### src/rtl/rom_fetch_pkg.sv
// Shared types and constants for the ROM fetch unit.
// Display support is compiled in only when ROM_FETCH_SEG_EN is defined.
package rom_fetch_pkg;

  localparam int ADDR_W_DEF = 10;
  localparam int DATA_W_DEF = 32;
  localparam int FIFO_DEPTH = 2;

  typedef enum logic [1:0] {
    IDLE  = 2'd0,
    FETCH = 2'd1,
    DRAIN = 2'd2
  } state_t;

  // Active-low gfedcba patterns, digit 0 in the least significant slot.
  localparam logic [16*7-1:0] SEG_LUT = {
    7'h0E, 7'h06, 7'h21, 7'h46, 7'h03, 7'h08, 7'h10, 7'h00,
    7'h78, 7'h02, 7'h12, 7'h19, 7'h30, 7'h24, 7'h79, 7'h40
  };

  function automatic logic [6:0] hex7(input logic [3:0] nib);
    return SEG_LUT[nib*7 +: 7];
  endfunction

endpackage

### src/rtl/rom_fetch_fifo.sv
// rf_fifo2: two-entry synchronous FIFO with flush and occupancy count.
// Entry 0 is always the head, so the output is a plain register.
module rf_fifo2
  import rom_fetch_pkg::*;
#(
  parameter int W = 8
)(
  input  logic         clk,
  input  logic         rst_n,
  input  logic         push,
  input  logic         pop,
  input  logic         flush,
  input  logic [W-1:0] din,
  output logic [W-1:0] dout,
  output logic [1:0]   count
);

  logic [W-1:0] e0;
  logic [W-1:0] e1;
  logic         push_ok;
  logic         pop_ok;

  // Qualify requests against current occupancy.
  always_comb begin
    pop_ok  = pop && (count != 2'd0);
    push_ok = push && ((count != 2'(FIFO_DEPTH)) || pop_ok);
    dout    = e0;
  end

  // Storage and count update; flush discards everything.
  always_ff @(posedge clk or negedge rst_n) begin
    if (!rst_n) begin
      e0    <= '0;
      e1    <= '0;
      count <= '0;
    end else if (flush) begin
      count <= '0;
    end else begin
      unique case ({push_ok, pop_ok})
        2'b10: begin
          if (count == 2'd0) e0 <= din;
          else               e1 <= din;
          count <= count + 2'd1;
        end
        2'b01: begin
          e0    <= e1;
          count <= count - 2'd1;
        end
        2'b11: begin
          if (count == 2'd1) begin
            e0 <= din;
          end else begin
            e0 <= e1;
            e1 <= din;
          end
        end
        default: ;
      endcase
    end
  end

endmodule

### src/rtl/rom_fetch.sv
// rom_fetch: sequential ROM read initiator with a valid/ready output stream,
// credit-based back-pressure and branch redirect.
// Optional hex display of the last accepted word: define ROM_FETCH_SEG_EN.
module rom_fetch
  import rom_fetch_pkg::*;
#(
  parameter int ADDR_W = ADDR_W_DEF,
  parameter int DATA_W = DATA_W_DEF
`ifdef ROM_FETCH_SEG_EN
  ,
  parameter int SEG_DIV = 17
`endif
)(
  input  logic              clka,
  input  logic              rst,
  input  logic              start,
  input  logic [ADDR_W-1:0] base_addr,
  input  logic [ADDR_W-1:0] last_addr,
  input  logic              redirect,
  input  logic [ADDR_W-1:0] redirect_addr,
  output logic              ena,
  output logic [ADDR_W-1:0] addra,
  input  logic [DATA_W-1:0] douta,
  output logic              inst_valid,
  input  logic              inst_ready,
  output logic [DATA_W-1:0] inst_data,
  output logic [ADDR_W-1:0] inst_addr,
  output logic              busy,
  output logic              done
`ifdef ROM_FETCH_SEG_EN
  ,
  output logic [6:0]        segs,
  output logic [7:0]        ans
`endif
);

  localparam int EW = ADDR_W + DATA_W;

  state_t            state, state_nxt;
  logic [ADDR_W-1:0] pc, pc_nxt;
  logic [ADDR_W-1:0] end_addr, end_nxt;
  logic [ADDR_W-1:0] resp_addr;
  logic              resp_v;
  logic              done_nxt;
  logic              pop;
  logic              redir_take;
  logic              fifo_pop;
  logic              push;
  logic [1:0]        count;
  logic [1:0]        count_nxt;
  logic [2:0]        credit;
  logic [EW-1:0]     head;
  logic [EW-1:0]     resp_word;

  // An empty FIFO lets the arriving ROM word fall straight through to the
  // consumer; once a word is held it is served from the registered head.
  always_comb begin
    resp_word  = {resp_addr, douta};
    inst_valid = (count != 2'd0) || resp_v;
    if (count != 2'd0)  {inst_addr, inst_data} = head;
    else if (resp_v)    {inst_addr, inst_data} = resp_word;
    else                {inst_addr, inst_data} = '0;
    pop        = inst_valid && inst_ready;
    fifo_pop   = pop && (count != 2'd0);
    push       = resp_v && !(pop && (count == 2'd0));
    count_nxt  = count - 2'(fifo_pop) + 2'(push);
    redir_take = redirect && (state != IDLE);
    credit     = 3'(FIFO_DEPTH) - 3'(count) - 3'(resp_v) + 3'(pop);
    ena        = (state == FETCH) && (credit != 3'd0);
    addra      = pc;
    busy       = (state != IDLE);
  end

  rf_fifo2 #(
    .W (EW)
  ) u_fifo (
    .clk   (clka),
    .rst_n (rst),
    .push  (push),
    .pop   (fifo_pop),
    .flush (redir_take),
    .din   (resp_word),
    .dout  (head),
    .count (count)
  );

  // Next-state logic; redirect overrides every other transition.
  always_comb begin
    state_nxt = state;
    pc_nxt    = pc;
    end_nxt   = end_addr;
    done_nxt  = 1'b0;
    unique case (state)
      IDLE: begin
        if (start) begin
          pc_nxt    = base_addr;
          end_nxt   = last_addr;
          state_nxt = FETCH;
        end
      end
      FETCH: begin
        if (ena) begin
          if (pc == end_addr) state_nxt = DRAIN;
          else                pc_nxt    = pc + 1'b1;
        end
      end
      DRAIN: begin
        // No issues happen here, so only the FIFO must empty out.
        if (count_nxt == 2'd0) begin
          done_nxt  = 1'b1;
          state_nxt = IDLE;
        end
      end
      default: state_nxt = IDLE;
    endcase
    if (redir_take) begin
      pc_nxt    = redirect_addr;
      state_nxt = FETCH;
      done_nxt  = 1'b0;
    end
  end

  // State, address and response-tracking registers.
  always_ff @(posedge clka or negedge rst) begin
    if (!rst) begin
      state     <= IDLE;
      pc        <= '0;
      end_addr  <= '0;
      done      <= 1'b0;
      resp_v    <= 1'b0;
      resp_addr <= '0;
    end else begin
      state    <= state_nxt;
      pc       <= pc_nxt;
      end_addr <= end_nxt;
      done     <= done_nxt;
      resp_v   <= ena && !redir_take;
      if (ena) resp_addr <= pc;
    end
  end

`ifdef ROM_FETCH_SEG_EN
  logic [SEG_DIV-1:0] scan;
  logic [31:0]        disp;
  logic [2:0]         dig;

  always_comb dig = scan[SEG_DIV-1 -: 3];

  // Free-running scan over 8 digits of the last accepted word.
  always_ff @(posedge clka or negedge rst) begin
    if (!rst) begin
      scan <= '0;
      disp <= '0;
      segs <= '1;
      ans  <= '1;
    end else begin
      scan <= scan + 1'b1;
      if (pop) disp <= inst_data[31:0];
      segs <= hex7(disp[{dig, 2'b00} +: 4]);
      ans  <= ~(8'b1 << dig);
    end
  end
`endif

endmodule

### config.mk
export PLATFORM = sky130hd
export DESIGN_NAME = rom_fetch
export DESIGN_NICKNAME = d
export VERILOG_FILES = /design/src/rtl/rom_fetch_pkg.sv /design/src/rtl/rom_fetch_fifo.sv /design/src/rtl/rom_fetch.sv
export SDC_FILE = /design/constraint.sdc
export NUM_CORES = 1
export LEC_CHECK = 0
export CELL_PAD_IN_SITES_DETAIL_PLACEMENT = 0
export CELL_PAD_IN_SITES_GLOBAL_PLACEMENT = 1
export CORE_ASPECT_RATIO = 0.9
export CORE_MARGIN = 2
export CORE_UTILIZATION = 44
export DETAILED_ROUTE_END_ITERATION = 16
export PLACE_DENSITY = 0.92
export SETUP_SLACK_MARGIN = 0.2
export SYNTH_ARGS = -nofsm -noshare
export SYNTH_HDL_FRONTEND = slang
export SYNTH_SLANG_ARGS = --single-unit
### constraint.sdc
create_clock -name clka -period 6.6 [get_ports clka]
set_clock_uncertainty 0.15 [all_clocks]
set_input_delay 1.32 -clock clka [delete_from_list [all_inputs] [get_ports clka]]
set_output_delay 1.32 -clock clka [all_outputs]
set_load 0.05 [all_outputs]
==> results.json, run 1 <==
{
  "status": "finished, final reports clean",
  "synth.distinct_cells": 53,
  "start_util_pct": 45.48,
  "final_common_cell": "clkdlybuf4s50_1",
  "fmax_mhz": 166.7,
  "synthFlopType": "dfrtp_1",
  "cp_max_fo": 11,
  "grt_pass1_wl_mm": 26.13,
  "grt_pass1_vias": 5179,
  "cts.sinks": 120,
  "synth_fa_ha_area_share_pct": 1.671,
  "cts_tree": "built",
  "fp.dieW_um": 131.5,
  "rrSetupSlack_ps": 3040,
  "path_clk_slew_ps": 50,
  "netlist_area_mm2": 0.006440,
  "pwr-share-clk_pct": 21.3,
  "crit_required_ps": 5130,
  "cts_buffers": 17,
  "avgRoutedWirePerCell_um": 16.31,
  "ctsLongestPathBuffers": 2,
  "core_area_mm2": 0.01416,
  "multiInputGateArea_mm2": 0.003048,
  "crit_path_end_kind": "output port",
  "path_class": "input port to output port",
  "die_area_mm2": 0.01562,
  "syn_nets": 712,
  "cts_hold_buf": 0,
  "syn_area_per_cell_um2": 10.11,
  "cp.arrival_ps": 4530,
  "antenna_found_initial": 0,
  "maxSlewHeadroom_pct": 34.00,
  "startpoint_type": "input port",
  "yosys_warnings": 0,
  "hold_start": "u_fifo.dout[36]$_DFFE_PN0P_",
  "ir_drop_mv": 0.3491,
  "period_share_pct": 90.87,
  "synth_top_family_by_area": "multiplexers",
  "synth_seq_cells": 120,
  "nFillCells": 1158,
  "post_cts_buffers": 0,
  "reg2reg_to": "u_fifo.dout[25]$_DFFE_PN0P_",
  "pwr-share-comb_pct": 49.4,
  "hold_end": "u_fifo.dout[36]$_DFFE_PN0P_",
  "hold_path_class": "register to register",
  "synth-seq-area-share_pct": 46.63,
  "whs_path_depth": 2,
  "synth_edf_count": 0,
  "drc": 0,
  "grt.total_usage_pct": 20.70,
  "firstDrtPassIters": 4,
  "postSynthCellCount": 637,
  "async_reset_ff_share_pct": 100.0,
  "power_frac_seq_pct": 29.3,
  "root_buffer": "clkbuf_16",
  "synth_compound_area_share_pct": 11.54,
  "tightest_slew_ps": 989.9,
  "drive_gt1_share_pct": 14.57,
  "viasPerCell": 5.231,
  "switching_share_pct": 42.38,
  "num_antenna_cells": 0,
  "mostFrequentLayoutCells": "clkdlybuf4s50_1, dfrtp_1, nand2_1",
  "post-dp-hpwl_mm": 10.52,
  "drv_cap": 0,
  "finalSetupViolCount": 0,
  "drt-initial-drc-count": 363,
  "htree_levels": 4,
  "num_io_pins": 123,
  "ctsResizeCount": 0,
  "numPortBuffers": 122,
  "vias": 4959,
  "postRouteWirelength_mm": 15.46,
  "clk_latency_ps": 410,
  "reg2reg_depth": 9,
  "rsz0062_at_grt": "false",
  "leakagePower_uw": 0.003994,
  "switchingPower_uw": 1951,
  "die_y_um": 118.8,
  "p_per_area_mw_per_mm2": 549.7,
  "synthSimpleGateAreaFrac_pct": 10.74,
  "power_uw": 4605,
  "worstReg2RegStart": "u_fifo.count[1]$_DFFE_PN0P_",
  "ant_nets": 0,
  "rows": 41,
  "final_nets": 818,
  "timing.hold.ws_ps": 328.2,
  "tns_ps": 0,
  "p_int_uw": 2654,
  "drv_slew": 0,
  "register_area_mm2": 0.003003,
  "gp_congestion": 0.8229,
  "area_growth_pct": 30.08,
  "hold_viol": 0,
  "synth_mux_area_share_pct": 20.94,
  "post-route-min-period_ps": 5998,
  "grt_max_degree": 77,
  "synth_xor_area_share_pct": 2.312,
  "overflow": 0
}
registers in the layout (all words and copies together), names as in the netlist:
signal,cells
u_fifo.count,2
resp_v,1
addra,10
u_fifo.dout,42
state,2
u_fifo.e1,42
resp_addr,10
done,1
end_addr,10
per-stage QoR:
stage                     worst slack, ps  area (um2)  instances  util, %
after floorplan                      2266        6440        637        -
after global placement              703.8        7741        917    54.67
after detailed placement            633.3        7741        917    54.67
after CTS                           597.4        8377        948    59.16
after global routing                434.7        8377        948    59.16
final                               602.4        8377        948    59.16
critical path, cell delays in order:
cell and delay (ps):
clkdlybuf4s50_1 520, and2_1 200, fa_1 360, inv_1 60, ha_1 210, nor3b_1 180, nor2_1 710, clkdlybuf4s50_1 970
area by class of cell:
class | instances | share of cell area [%]
multi-input combinational | 426 | 36.39
sequential | 120 | 35.85
timing repair buffer | 127 | 15.00
clock buffer | 25 | 6.273
tap | 193 | 2.883
inverter | 51 | 2.300
clock inverter | 6 | 1.314
power by group through the flow:
stage,clock network [uW],logic (uW),registers (uW)
after floorplan,0,1590,1360
after global placement,0,2230,1330
after detailed placement,0,2280,1350
after CTS,997,2290,1350
after global routing,1040,2440,1400
final,979,2280,1350
per-layer routing:
layer / global-route usage (%) / wire (um)
met5: 0 / 0
met3: 6.564 / 959
met1: 26.27 / 6929
met4: 7.880 / 243
met2: 33.12 / 7325
worst max-delay path by stage:
stage                                startpoint  end  slack, ps  cells past startpoint
finish                               inst_ready  ena        600                      8
floorplan           u_fifo.count[0]$_DFFE_PN0P_  ena       2270                     11
detailed placement                   inst_ready  ena        630                      8
global placement                     inst_ready  ena        700                      8
global route                         inst_ready  ena        430                      8
CTS                                  inst_ready  ena        600                      8
synthesized netlist by cell type (8+ instances only):
master	n	share of area, %
inv_1	49	2.9
mux2_1	8	1.4
o21ai_0	90	7.0
nand2_1	99	5.8
buf_2	13	1.0
xor2_1	10	1.4
clkbuf_1	20	1.2
mux2i_1	41	6.4
nor2_1	25	1.5
a21oi_1	11	0.85
mux2_4	40	9.3
dfrtp_1	120	47
mux2_2	22	3.8
cells by family (layout without fill, tap and decap cells):
group,Yosys count,in the layout
AOI/OAI and AO/OA,131,131
xor gates and xnor gates,17,17
adders and majority gates,8,8
buffers and inverters,91,209
DFF,120,120
muxes,111,111
and+or+nand+nor,159,159
No activity file was read; power rests on OpenSTA's default activity.
==> run 2: changes to the inputs <==
--- a/config.mk
+++ b/config.mk
@@ -11,4 +11,5 @@
 export CORE_MARGIN = 2
 export CORE_UTILIZATION = 44
+export CTS_CLUSTER_SIZE = 25
 export DETAILED_ROUTE_END_ITERATION = 16
 export PLACE_DENSITY = 0.92
==> constraint.sdc (replaced) <==
create_clock -name clka -period 6.6 [get_ports clka]
set_clock_uncertainty 0.15 [all_clocks]
set_input_delay 1.98 -clock clka [delete_from_list [all_inputs] [get_ports clka]]
set_output_delay 1.98 -clock clka [all_outputs]
set_load 0.005 [all_outputs]
==> run 2 against run 1 <==
  * Critical path depth unchanged
  * Hold slack got worse by 0.51 ps
  * Non-clock buffer count increased by 3
  * Utilization decreased by 0.29 points
  * First-iteration DRC count decreased by 22%
  * Global-route usage decreased by 0.25 points
  * Final cell count increased by 0.42%
  * Critical endpoint unchanged
  * Highest routed layer unchanged
==> results.json, run 2 (synthesized netlist as in run 1, its figures left out) <==
{
  "status": "finished, final reports clean",
  "ctsResizeCount": 0,
  "rows": 41,
  "post-route-util_pct": 58.87,
  "num_antenna_cells": 0,
  "grt_max_degree": 77,
  "die_area_mm2": 0.01562,
  "grt_pass1_wl_mm": 25.70,
  "final_common_cell": "clkdlybuf4s50_1",
  "gp_congestion": 0.8455,
  "grt_util_met3_pct": 6.006,
  "post-route-min-period_ps": 6221,
  "cts.sinks": 120,
  "cts_buffers": 17,
  "ant_nets": 0,
  "cts_tree": "built",
  "drv_slew": 0,
  "fmax_mhz": 160.7,
  "period_share_pct": 94.26,
  "ir_drop_mv": 0.2517,
  "whs_path_depth": 2,
  "area_growth_pct": 29.43,
  "p_per_area_mw_per_mm2": 465.3,
  "cp_max_fo": 2,
  "worstReg2RegStart": "u_fifo.count[0]$_DFFE_PN0P_",
  "cp.arrival_ps": 4090,
  "startpoint_type": "input port",
  "finalSetupViolCount": 0,
  "hold_end": "u_fifo.dout[38]$_DFFE_PN0P_",
  "avgRoutedWirePerCell_um": 16.09,
  "grt.busiest_layer": "met2",
  "final_nets": 821,
  "ctsLongestPathBuffers": 2,
  "overflow": 0,
  "viasPerCell": 5.223,
  "leakagePower_uw": 0.003971,
  "path_class": "input port to output port",
  "vias": 4972,
  "nFillCells": 1179,
  "reg2reg_to": "u_fifo.dout[21]$_DFFE_PN0P_",
  "root_buffer": "clkbuf_16",
  "drv_cap": 0,
  "postRouteWirelength_mm": 15.32,
  "path_clk_slew_ps": 50,
  "drc": 0,
  "drive_gt1_share_pct": 14.36,
  "grt_pass1_vias": 5060,
  "rsz0062_at_grt": "false",
  "post-dp-hpwl_mm": 10.36,
  "crit_path_end_kind": "output port",
  "hold_start": "u_fifo.dout[38]$_DFFE_PN0P_",
  "reg2reg_depth": 9,
  "numPortBuffers": 122,
  "die_y_um": 118.8,
  "mostFrequentLayoutCells": "clkdlybuf4s50_1, dfrtp_1, nand2_1",
  "maxSlewHeadroom_pct": 34.86,
  "clk_latency_ps": 410,
  "start_util_pct": 45.48,
  "cts_hold_buf": 0,
  "grt.total_usage_pct": 20.46,
  "fp.dieW_um": 131.5,
  "use_met2_pct": 33.05,
  "grt_use_met1_pct": 26.36,
  "rrSetupSlack_ps": 2920,
  "drt-initial-drc-count": 283,
  "hold_path_class": "register to register",
  "tns_ps": 0,
  "tightest_slew_ps": 977.0,
  "firstDrtPassIters": 4,
  "htree_levels": 4,
  "crit_required_ps": 4470,
  "antenna_found_initial": 0,
  "post_cts_buffers": 0,
  "hold_viol": 0,
  "num_io_pins": 123,
  "core_area_mm2": 0.01416
}
-- run 2: layout make-up --
type                    count  area [um2]  share of cell area [%]
flip-flops and latches    120        3003                   36.03
multi-input cells         426        3048                   36.57
inverters                  51       192.7                   2.312
repair buffers            130        1291                   15.49
clock inverters             8       97.59                   1.171
well taps                 193       241.5                   2.897
clock buffers              24       461.7                   5.539
-- run 2: how the worst max path moves through the flow --
stage | startpoint | to
after floorplan | inst_ready | ena
after global placement | inst_ready | ena
after detailed placement | inst_ready | ena
after CTS | inst_ready | ena
after global routing | inst_ready | ena
final | inst_ready | ena
-- run 2: worst max-delay path: stages --
cell and delay [ps]:
clkdlybuf4s50_1 420, and2_1 160, fa_1 350, inv_1 60, ha_1 210, nor3b_1 170
nor2_1 170, clkdlybuf4s50_1 570
-- run 2: report_power, final --
group / total, uW / leakage (uW) / internal [uW] / switching [uW]
combinational: 1660 / 0.00224 / 931 / 725
clock: 876 / 0.000264 / 563 / 313
sequential: 1350 / 0.00147 / 1080 / 271
-- run 2: per-layer routing --
| layer | routed length [um] | share of wire (%) |
|---|---|---|
| met3 | 977 | 6.4 |
| met5 | 0 | 0 |
| met1 | 6788 | 44 |
| met2 | 7321 | 48 |
| met4 | 233 | 1.5 |
-- run 2: per-stage QoR --
stage | std cells | hold slack, ps | power [uW] | instance area [um2] | worst slack [ps]
2_1_floorplan | 637 | 299.8 | 2308 | 6440 | 1242
3_5_place_dp | 920 | 320.1 | 3011 | 7776 | 292.8
6_report | 952 | 327.7 | 3879 | 8335 | 378.9
5_1_grt | 952 | 343.2 | 4150 | 8335 | 267.6
3_3_place_gp | 920 | 311.5 | 2939 | 7776 | 324.8
4_1_cts | 952 | 331.9 | 3913 | 8335 | 295.4
==> run 3: changes to the inputs <==
Settings changed: CORE_UTILIZATION 44 to 41, PLACE_DENSITY 0.92 to 0.87.
Clock period 6.6 ns to 6.08 ns, I/O delays scaled along.
==> run 3 against run 2 <==
  * Non-clock buffer count up 3
  * Die area is 7.1% higher
  * Hold slack better by 1.9 ps
  * Clock-buffer cell count decreased by 4
  * Register-to-register slack got worse by 220 ps
  * Flip-flop and latch count unchanged
  * Combinational power rose by 8%
  * Global-route usage decreased by 0.80 points
  * Utilization down 3.7 points
  * Critical path depth is the same
  * Routed wire length grew 2.6%
  * Cell area grew 1.8%
  * Critical endpoint unchanged
  * Largest cell class unchanged
==> results.json, run 3 (synthesized netlist as in run 1, its figures left out) <==
{
  "postRouteWirelength_mm": 15.72,
  "path_cells": "clkdlybuf4s50_1 > and2_1 > fa_1 > inv_1 > ha_1 > nor3b_1 > nor2_1 > dlygate4sd2_1",
  "nFillCells": 1313,
  "gp_congestion": 0.7948,
  "postPlaceCellArea_mm2": 0.007810,
  "clk_latency_ps": 410,
  "cts_tree": "built",
  "hold_path_class": "register to register",
  "firstDrtPassIters": 5,
  "hold_viol": 0,
  "grt_pass1_wl_mm": 25.72,
  "viasPerCell": 5.188,
  "tns_ps": 0,
  "grt_pass1_vias": 5116,
  "grt.total_usage_pct": 19.65,
  "slowest_delay_ps": 420,
  "startpoint_type": "input port",
  "cp_max_fo": 2,
  "crit_slowest_cell": "clkdlybuf4s50_1",
  "area_growth_pct": 31.79,
  "maxSlewHeadroom_pct": 29.38,
  "ctsLongestPathBuffers": 2,
  "cts.sinks": 120,
  "leakagePower_uw": 0.004044,
  "rsz0062_at_grt": "false",
  "antenna_found_initial": 0,
  "vias": 5001,
  "ant_nets": 0,
  "tightest_slew_ps": 1059,
  "hold_end": "u_fifo.dout[1]$_DFFE_PN0P_",
  "status": "finished, final reports clean",
  "fmax_mhz": 176.8,
  "post-dp-hpwl_mm": 10.46,
  "final_nets": 824,
  "overflow": 0,
  "num_io_pins": 123,
  "crit_required_ps": 4110,
  "fp.dieW_um": 136.1,
  "hold_start": "u_fifo.dout[1]$_DFFE_PN0P_",
  "num_antenna_cells": 0,
  "cp.arrival_ps": 3680,
  "drive_gt1_share_pct": 15.35,
  "core_area_mm2": 0.01539,
  "post_cts_buffers": 0,
  "cts_buffers": 17,
  "mostFrequentLayoutCells": "dfrtp_1, clkdlybuf4s50_1, nand2_1",
  "rrSetupSlack_ps": 2700,
  "crit_path_end_kind": "output port",
  "path_clk_slew_ps": 50,
  "htree_levels": 4,
  "reg2reg_to": "u_fifo.dout[11]$_DFFE_PN0P_",
  "drv_slew": 0,
  "worstReg2RegStart": "u_fifo.count[0]$_DFFE_PN0P_",
  "drt-initial-drc-count": 303,
  "drc": 0,
  "die_area_mm2": 0.01673,
  "avgRoutedWirePerCell_um": 16.30,
  "root_buffer": "clkbuf_16",
  "post-route-min-period_ps": 5655,
  "path_class": "input port to output port",
  "whs_path_depth": 2,
  "reg2reg_depth": 9,
  "drv_cap": 0,
  "fin_area_mm2": 0.008487,
  "start_util_pct": 41.85,
  "die_y_um": 122.9,
  "period_share_pct": 93.01,
  "rows": 43,
  "p_per_area_mw_per_mm2": 519.2,
  "ir_drop_mv": 0.2534,
  "grt_max_degree": 85,
  "numPortBuffers": 122,
  "finalSetupViolCount": 0
}
[run 3: changes by cell type in the layout (fill, tap and decap cells not counted)]
cell	before	now
clkbuf_8	1	2
clkinv_2	4	3
buf_4	8	11
clkdlybuf4s50_1	121	120
dlygate4sd2_1	0	1
clkbuf_1	6	1
clkinv_4	0	1
bufinv_16	2	6
[run 3: metrics by stage]
step / instances / hold WS, ps / setup WS [ps] / power, uW / utilization, %
final: 964 / 329.6 / 425.1 / 4407 / 55.16
after detailed placement: 932 / 320.0 / 97.52 / 3274 / 50.76
after global routing: 964 / 338.7 / 320.8 / 4700 / 55.16
after CTS: 964 / 332.2 / 390.1 / 4445 / 55.16
after global placement: 932 / 311.3 / 92.82 / 3204 / 50.76
after floorplan: 637 / 299.8 / 1034 / 2505 / -
[run 3: final cells by class]
class	count	area, um2	area share [%]
multi-input cells	426	3048	35.91
well taps	202	252.7	2.978
inverters	51	192.7	2.270
repair buffers	133	1313	15.47
flip-flops and latches	120	3003	35.38
clock buffers	20	456.7	5.381
clock inverters	12	221.5	2.609
[run 3: worst max path at each step]
stage	startpoint	end	slack [ps]	cells past startpoint
after floorplan	inst_ready	ena	1030	7
after global placement	inst_ready	ena	90	8
after detailed placement	inst_ready	ena	100	8
after CTS	inst_ready	ena	390	8
after global routing	inst_ready	ena	320	8
final	inst_ready	ena	430	8
[run 3: where the power goes]
part / switching [uW] / internal, uW / total (uW)
clock network: 356 / 789 / 1150
registers: 295 / 1170 / 1460
logic: 791 / 1010 / 1800
total: 1440 / 2960 / 4410
[run 3: repair_timing]
action                                  4_1_cts  5_1_grt
resized for setup                             1        0
hold buffers                                  0        0
endpoints found under the setup margin        1        0
[run 3: per-layer routing]
layer  track usage, %  vias up  routed length (um)
li1                 -     2390                   -
met1            26.12     2427                7185
met2            32.16      169                7415
met3            5.330       15                 979
met4            4.753        0                 134
met5                0        -                   0
[run 3: worst max-delay path: cells and delay by family]
| family | cells | cell delay, ps |
|---|---|---|
| AND/OR/NAND/NOR | 3 | 520 |
| buffers and inverters | 3 | 780 |
| adder cells (fa/ha/maj) | 2 | 560 |
